===== src/rtl/pkt_detect_mc.sv =====
// Multi-channel packet-envelope detector: sync, min-on qualify, hangover bridge, start/end events.
// Optional packet-length measurement is built when PKT_DECT_LEN_EN is defined.
module pkt_detect_mc #(
    parameter int NUM_CH     = 4,
    parameter int MIN_ON_CYC = 4,
    parameter int HANG_CYC   = 400,
    parameter int CNT_W      = 16,
    parameter int LEN_W      = 20
) (
    input  logic                    clk,
    input  logic                    rst,
    input  logic [NUM_CH-1:0]       ch_en,
    input  logic [NUM_CH-1:0]       dect_in,
    output logic [NUM_CH-1:0]       det_out,
    output logic                    any_det,
    output logic [NUM_CH-1:0]       pkt_start,
    output logic [NUM_CH-1:0]       pkt_end,
    output logic [NUM_CH*LEN_W-1:0] pkt_len,
    output logic [NUM_CH-1:0]       pkt_len_vld
);

    // IDLE: waiting | ARM: qualifying min-on | ACTIVE: carrier present | HANG: bridging a gap
    typedef enum logic [1:0] {ST_IDLE, ST_ARM, ST_ACTIVE, ST_HANG} state_t;

    localparam logic [CNT_W-1:0] ARM_LAST  = CNT_W'(MIN_ON_CYC - 1);
    localparam logic [CNT_W-1:0] HANG_LAST = CNT_W'(HANG_CYC - 1);

    logic [NUM_CH-1:0] s1_q, s1_d, s2_q, s2_d;
    state_t            state_q [NUM_CH];
    state_t            state_d [NUM_CH];
    logic [CNT_W-1:0]  cnt_q   [NUM_CH];
    logic [CNT_W-1:0]  cnt_d   [NUM_CH];
    logic [NUM_CH-1:0] det_q, det_d, start_q, start_d, end_q, end_d;
    logic              any_q, any_d;

    always_comb begin
        s1_d  = dect_in;
        s2_d  = s1_q;
        any_d = |det_q;
        for (int i = 0; i < NUM_CH; i++) begin
            state_d[i] = state_q[i];
            cnt_d[i]   = cnt_q[i];
            start_d[i] = 1'b0;
            end_d[i]   = 1'b0;
            if (!ch_en[i]) begin
                state_d[i] = ST_IDLE;
                cnt_d[i]   = '0;
            end else begin
                case (state_q[i])
                    ST_IDLE: begin
                        if (s2_q[i]) begin
                            if (MIN_ON_CYC == 1) begin
                                state_d[i] = ST_ACTIVE;
                                start_d[i] = 1'b1;
                                cnt_d[i]   = '0;
                            end else begin
                                state_d[i] = ST_ARM;
                                cnt_d[i]   = CNT_W'(1);
                            end
                        end
                    end
                    ST_ARM: begin
                        if (!s2_q[i]) begin
                            state_d[i] = ST_IDLE;
                            cnt_d[i]   = '0;
                        end else if (cnt_q[i] == ARM_LAST) begin
                            state_d[i] = ST_ACTIVE;
                            start_d[i] = 1'b1;
                            cnt_d[i]   = '0;
                        end else begin
                            cnt_d[i] = cnt_q[i] + CNT_W'(1);
                        end
                    end
                    ST_ACTIVE: begin
                        if (!s2_q[i]) begin
                            state_d[i] = ST_HANG;
                            cnt_d[i]   = '0;
                        end
                    end
                    ST_HANG: begin
                        // Carrier returning before the exit edge keeps the same packet alive.
                        if (s2_q[i]) begin
                            state_d[i] = ST_ACTIVE;
                            cnt_d[i]   = '0;
                        end else if (cnt_q[i] == HANG_LAST) begin
                            state_d[i] = ST_IDLE;
                            end_d[i]   = 1'b1;
                            cnt_d[i]   = '0;
                        end else begin
                            cnt_d[i] = cnt_q[i] + CNT_W'(1);
                        end
                    end
                    default: begin
                        state_d[i] = ST_IDLE;
                        cnt_d[i]   = '0;
                    end
                endcase
            end
            det_d[i] = (state_d[i] == ST_ACTIVE) || (state_d[i] == ST_HANG);
        end
    end

    always_ff @(posedge clk or posedge rst) begin
        if (rst) begin
            s1_q    <= '0;
            s2_q    <= '0;
            det_q   <= '0;
            start_q <= '0;
            end_q   <= '0;
            any_q   <= 1'b0;
            for (int i = 0; i < NUM_CH; i++) begin
                state_q[i] <= ST_IDLE;
                cnt_q[i]   <= '0;
            end
        end else begin
            s1_q    <= s1_d;
            s2_q    <= s2_d;
            det_q   <= det_d;
            start_q <= start_d;
            end_q   <= end_d;
            any_q   <= any_d;
            for (int i = 0; i < NUM_CH; i++) begin
                state_q[i] <= state_d[i];
                cnt_q[i]   <= cnt_d[i];
            end
        end
    end

    assign det_out   = det_q;
    assign any_det   = any_q;
    assign pkt_start = start_q;
    assign pkt_end   = end_q;

`ifdef PKT_DECT_LEN_EN
    logic [LEN_W-1:0]  len_q  [NUM_CH];
    logic [LEN_W-1:0]  len_d  [NUM_CH];
    logic [LEN_W-1:0]  hold_q [NUM_CH];
    logic [LEN_W-1:0]  hold_d [NUM_CH];
    logic [NUM_CH-1:0] vld_q, vld_d;

    always_comb begin
        for (int i = 0; i < NUM_CH; i++) begin
            len_d[i]  = len_q[i];
            hold_d[i] = hold_q[i];
            vld_d[i]  = 1'b0;
            if (!ch_en[i]) begin
                len_d[i] = '0;
            end else if (start_d[i]) begin
                len_d[i] = LEN_W'(1);
            end else if (end_d[i]) begin
                hold_d[i] = len_q[i];
                vld_d[i]  = 1'b1;
                len_d[i]  = '0;
            end else if (((state_q[i] == ST_ACTIVE) || (state_q[i] == ST_HANG)) &&
                         (len_q[i] != {LEN_W{1'b1}})) begin
                len_d[i] = len_q[i] + LEN_W'(1);
            end
        end
    end

    always_ff @(posedge clk or posedge rst) begin
        if (rst) begin
            vld_q <= '0;
            for (int i = 0; i < NUM_CH; i++) begin
                len_q[i]  <= '0;
                hold_q[i] <= '0;
            end
        end else begin
            vld_q <= vld_d;
            for (int i = 0; i < NUM_CH; i++) begin
                len_q[i]  <= len_d[i];
                hold_q[i] <= hold_d[i];
            end
        end
    end

    for (genvar g = 0; g < NUM_CH; g++) begin : g_len
        assign pkt_len[g*LEN_W +: LEN_W] = hold_q[g];
    end
    assign pkt_len_vld = vld_q;
`else
    assign pkt_len     = '0;
    assign pkt_len_vld = '0;
`endif

endmodule


===== config.mk =====
export PLATFORM = sky130hd
export DESIGN_NAME = pkt_detect_mc
export DESIGN_NICKNAME = d
export VERILOG_FILES = /design/src/rtl/pkt_detect_mc.sv
export SDC_FILE = /design/constraint.sdc
export NUM_CORES = 1
export LEC_CHECK = 0
export BUFFER_PORTS_ARGS = -buffer_cell sky130_fd_sc_hd__buf_2
export CAP_MARGIN = 25
export CORE_MARGIN = 4
export CORE_UTILIZATION = 35
export DETAILED_ROUTE_END_ITERATION = 8
export GPL_TIMING_DRIVEN = 0
export PLACE_DENSITY = 0.66
export SLEW_MARGIN = 20
export SYNTH_ARGS = -nofsm -noshare
export SYNTH_HDL_FRONTEND = slang
export SYNTH_SLANG_ARGS = --single-unit

===== constraint.sdc =====
create_clock -name clk -period 3.28 [get_ports clk]
set_input_delay 0.328 -clock clk [delete_from_list [all_inputs] [get_ports clk]]
set_output_delay 0.328 -clock clk [all_outputs]
set_load 0.05 [all_outputs]

==> qor.csv <==
metric,value,unit
design.die.area,17700,um2
synth_seq_cells,93,
synth_top_area_share,42.5,%
tritoncts,built,
place_area,6180,um2
globalplace.congestion,0.829,
grt_use_met1,17.3,%
cap_violations,0,
overflow,0,
cp-start-kind,flop,
synth_edf_count,0,
max_freq,0.396,GHz
hpwl,7940,um
ant_nets,0,
totalWireLength,11000,um
boundaryPins,107,
drtIter0Drc,334,
crit_family,simple AND/OR/NAND/NOR gates,
post_drt_via_cell_ratio,4.63,
yosys_warnings,0,
power,2.67,mW
die_h,133,um
clock_latency,0.34,ns
synth_top_area_cell,dfrtp_1,
layout.cells.most_common_list,"dfrtp_1, buf_4, conb_1",
rsz0062_at_grt,false,
cts.sinks,93,
post-route-period-util,76.9,%
slew_headroom,46.8,%
port_buffers,20,
post-place-cells,900,
gr-usage-met3,3.61,%
yosysUniqueCellTypes,57,
synth_flop_cell,dfrtp_1,
critical-path-max-stage-delay,0.49,ns
syn_to_final_growth,18.9,%
cpMaxStageDelayCell,nor2_1,
worst_pin_slew,0.792,ns
syn_inst,585,
setup_viol,0,
cts_max_level,3,
finalCoreUtilization,42.6,%
cp_common_cell,nor2_1,
period_minus_slack,2.52,ns
antenna_found_initial,0,
cts_buffer_depth,2,
final_area,6500,um2
layout.cells.non_filler,918,
totalNegativeSetupSlack,0,ns
busiest_layer,met2,
finalClockSkew,0.00843,ns
dieWidth,133,um
endpoint_kind,flop,
pre_cts_ws,0.824,ns
wl_per_cell,12.0,um
grt_util_all_layers,12.7,%
worstPathRequired,3.49,ns
met2_usage,19.9,%
fp-row-count,45,
cp.arrival,2.73,ns
nNetsFinal,716,
worst-setup-path-type,reg2reg,
hold_viol_final,0,
grt_start_max_net_pins,67,
netlist_area,5470,um2
first_pass_iters,5,
powerDensity,411,nW/um2
cts_resized,0,
path_buf_inv,1,
cts_made_buffers,9,
setup_ws,0.756,ns
cts_root_buffer,clkbuf_16,
drive_above_1_share,19.9,%
crit_chain,"ha_1, nor4b_1, a41oi_1, o211a_1, clkbuf_1, nor2_1, nor2_1",
seq_area_frac_synth,42.5,%
synth_area_leaders,"dfrtp_1, buf_4, nor2_1",
synth_area_per_cell,9.35,um2
postSynth.asyncResetShare,100,%
grt_pass1_vias,3860,
whs,0.0911,ns
vias,4251,
status,"complete, no violations",
final_max_slew_viol_count,0,
remaining_drc_errors,0,
irDropWorstVdd,0.319,mV
hold_path.class,in2reg,
mostFrequentLayoutCell,dfrtp_1,
clk_pin_slew,0.07,ns
p_leak,3.16,nW
initial_core_util,35.9,%
core-area,15300,um2
grt_pass1_wl,18600,um
cp_max_fo,10,
antenna_cells,0,
[layout make-up]
class	instances	area [um2]
Buffer	101	713
Clock buffer	10	239
Inverter	10	42.5
Clock inverter	6	66.3
Timing Repair Buffer	23	143
Fill cell	1462	8750
Multi-Input combinational cell	464	2710
Tap cell	211	264
Sequential cell	93	2330
[logic make-up (layout without fill, tap and decap cells)]
group | count (synthesis) | count (layout) | synth area share, %
other | 1 | 84 | 0.0686
adders and majority gates | 4 | 4 | 0.915
buffers and inverters | 111 | 150 | 13.7
xor gates and xnor gates | 28 | 28 | 4.48
DFF | 93 | 93 | 42.5
muxes | 1 | 1 | 0.206
and+or+nand+nor | 241 | 241 | 24.8
AOI/OAI and AO/OA | 106 | 106 | 13.3
[layer usage]
layer	vias up	routed length, um
met5	-	0
met4	0	72
met3	6	438
met2	86	5190
met1	1982	5330
li1	2177	-
[worst paths after layout]
path,end,start,slack (ns),cells past startpoint
setup / recovery,cnt_q[63]$_DFFE_PP0P_,cnt_q[48]$_DFFE_PP0P_,0.76,7
hold / removal,s1_q[3]$_DFF_PP0_,dect_in[3],0.09,1
setup reg to reg,cnt_q[63]$_DFFE_PP0P_,cnt_q[48]$_DFFE_PP0P_,0.76,7
hold reg to reg,s2_q[2]$_DFF_PP0_,s1_q[2]$_DFF_PP0_,0.35,0
max in group asynchronous,cnt_q[19]$_DFFE_PP0P_,rst,2.18,4
min in group asynchronous,cnt_q[3]$_DFFE_PP0P_,rst,0.50,3
[synth_stat cells (5+ instances only)]
library cell  count
xor2_1           20
inv_1            10
or4_1             9
clkbuf_1         12
o21ai_0          18
and4_1            8
nand3_1          34
a21o_1            9
nor3_1           10
buf_4            84
dfrtp_1          93
a22o_1           17
nand2b_1          8
nand2_1          38
xnor2_1           8
and3_1           14
nand4_1          20
nor2_1           50
a31oi_1          12
nor4_1            6
o21a_1            6
nor2b_1           8
and2_1            5
a21oi_1          22
[flip-flops by register name, indices dropped and copies added, names as in the netlist]
| name | count |
|---|---|
| pkt_end | 4 |
| cnt_q | 64 |
| s2_q | 4 |
| any_det | 1 |
| pkt_start | 4 |
| s1_q | 4 |
| state_q | 8 |
| det_out | 4 |
[report_power, final]
part	leakage [nW]	switching [mW]	internal, mW
Combinational	1.73	0.306	0.113
Clock	0.154	0.453	0.617
Sequential	1.27	0.0187	1.16
Total	3.16	0.778	1.89
[timing repair]
item | CTS | global route
hold endpoints to repair | 27 | 0
setup buffers | 0 | 0
hold buffers | 1 | 0
(Power assumes the default switching activity.)
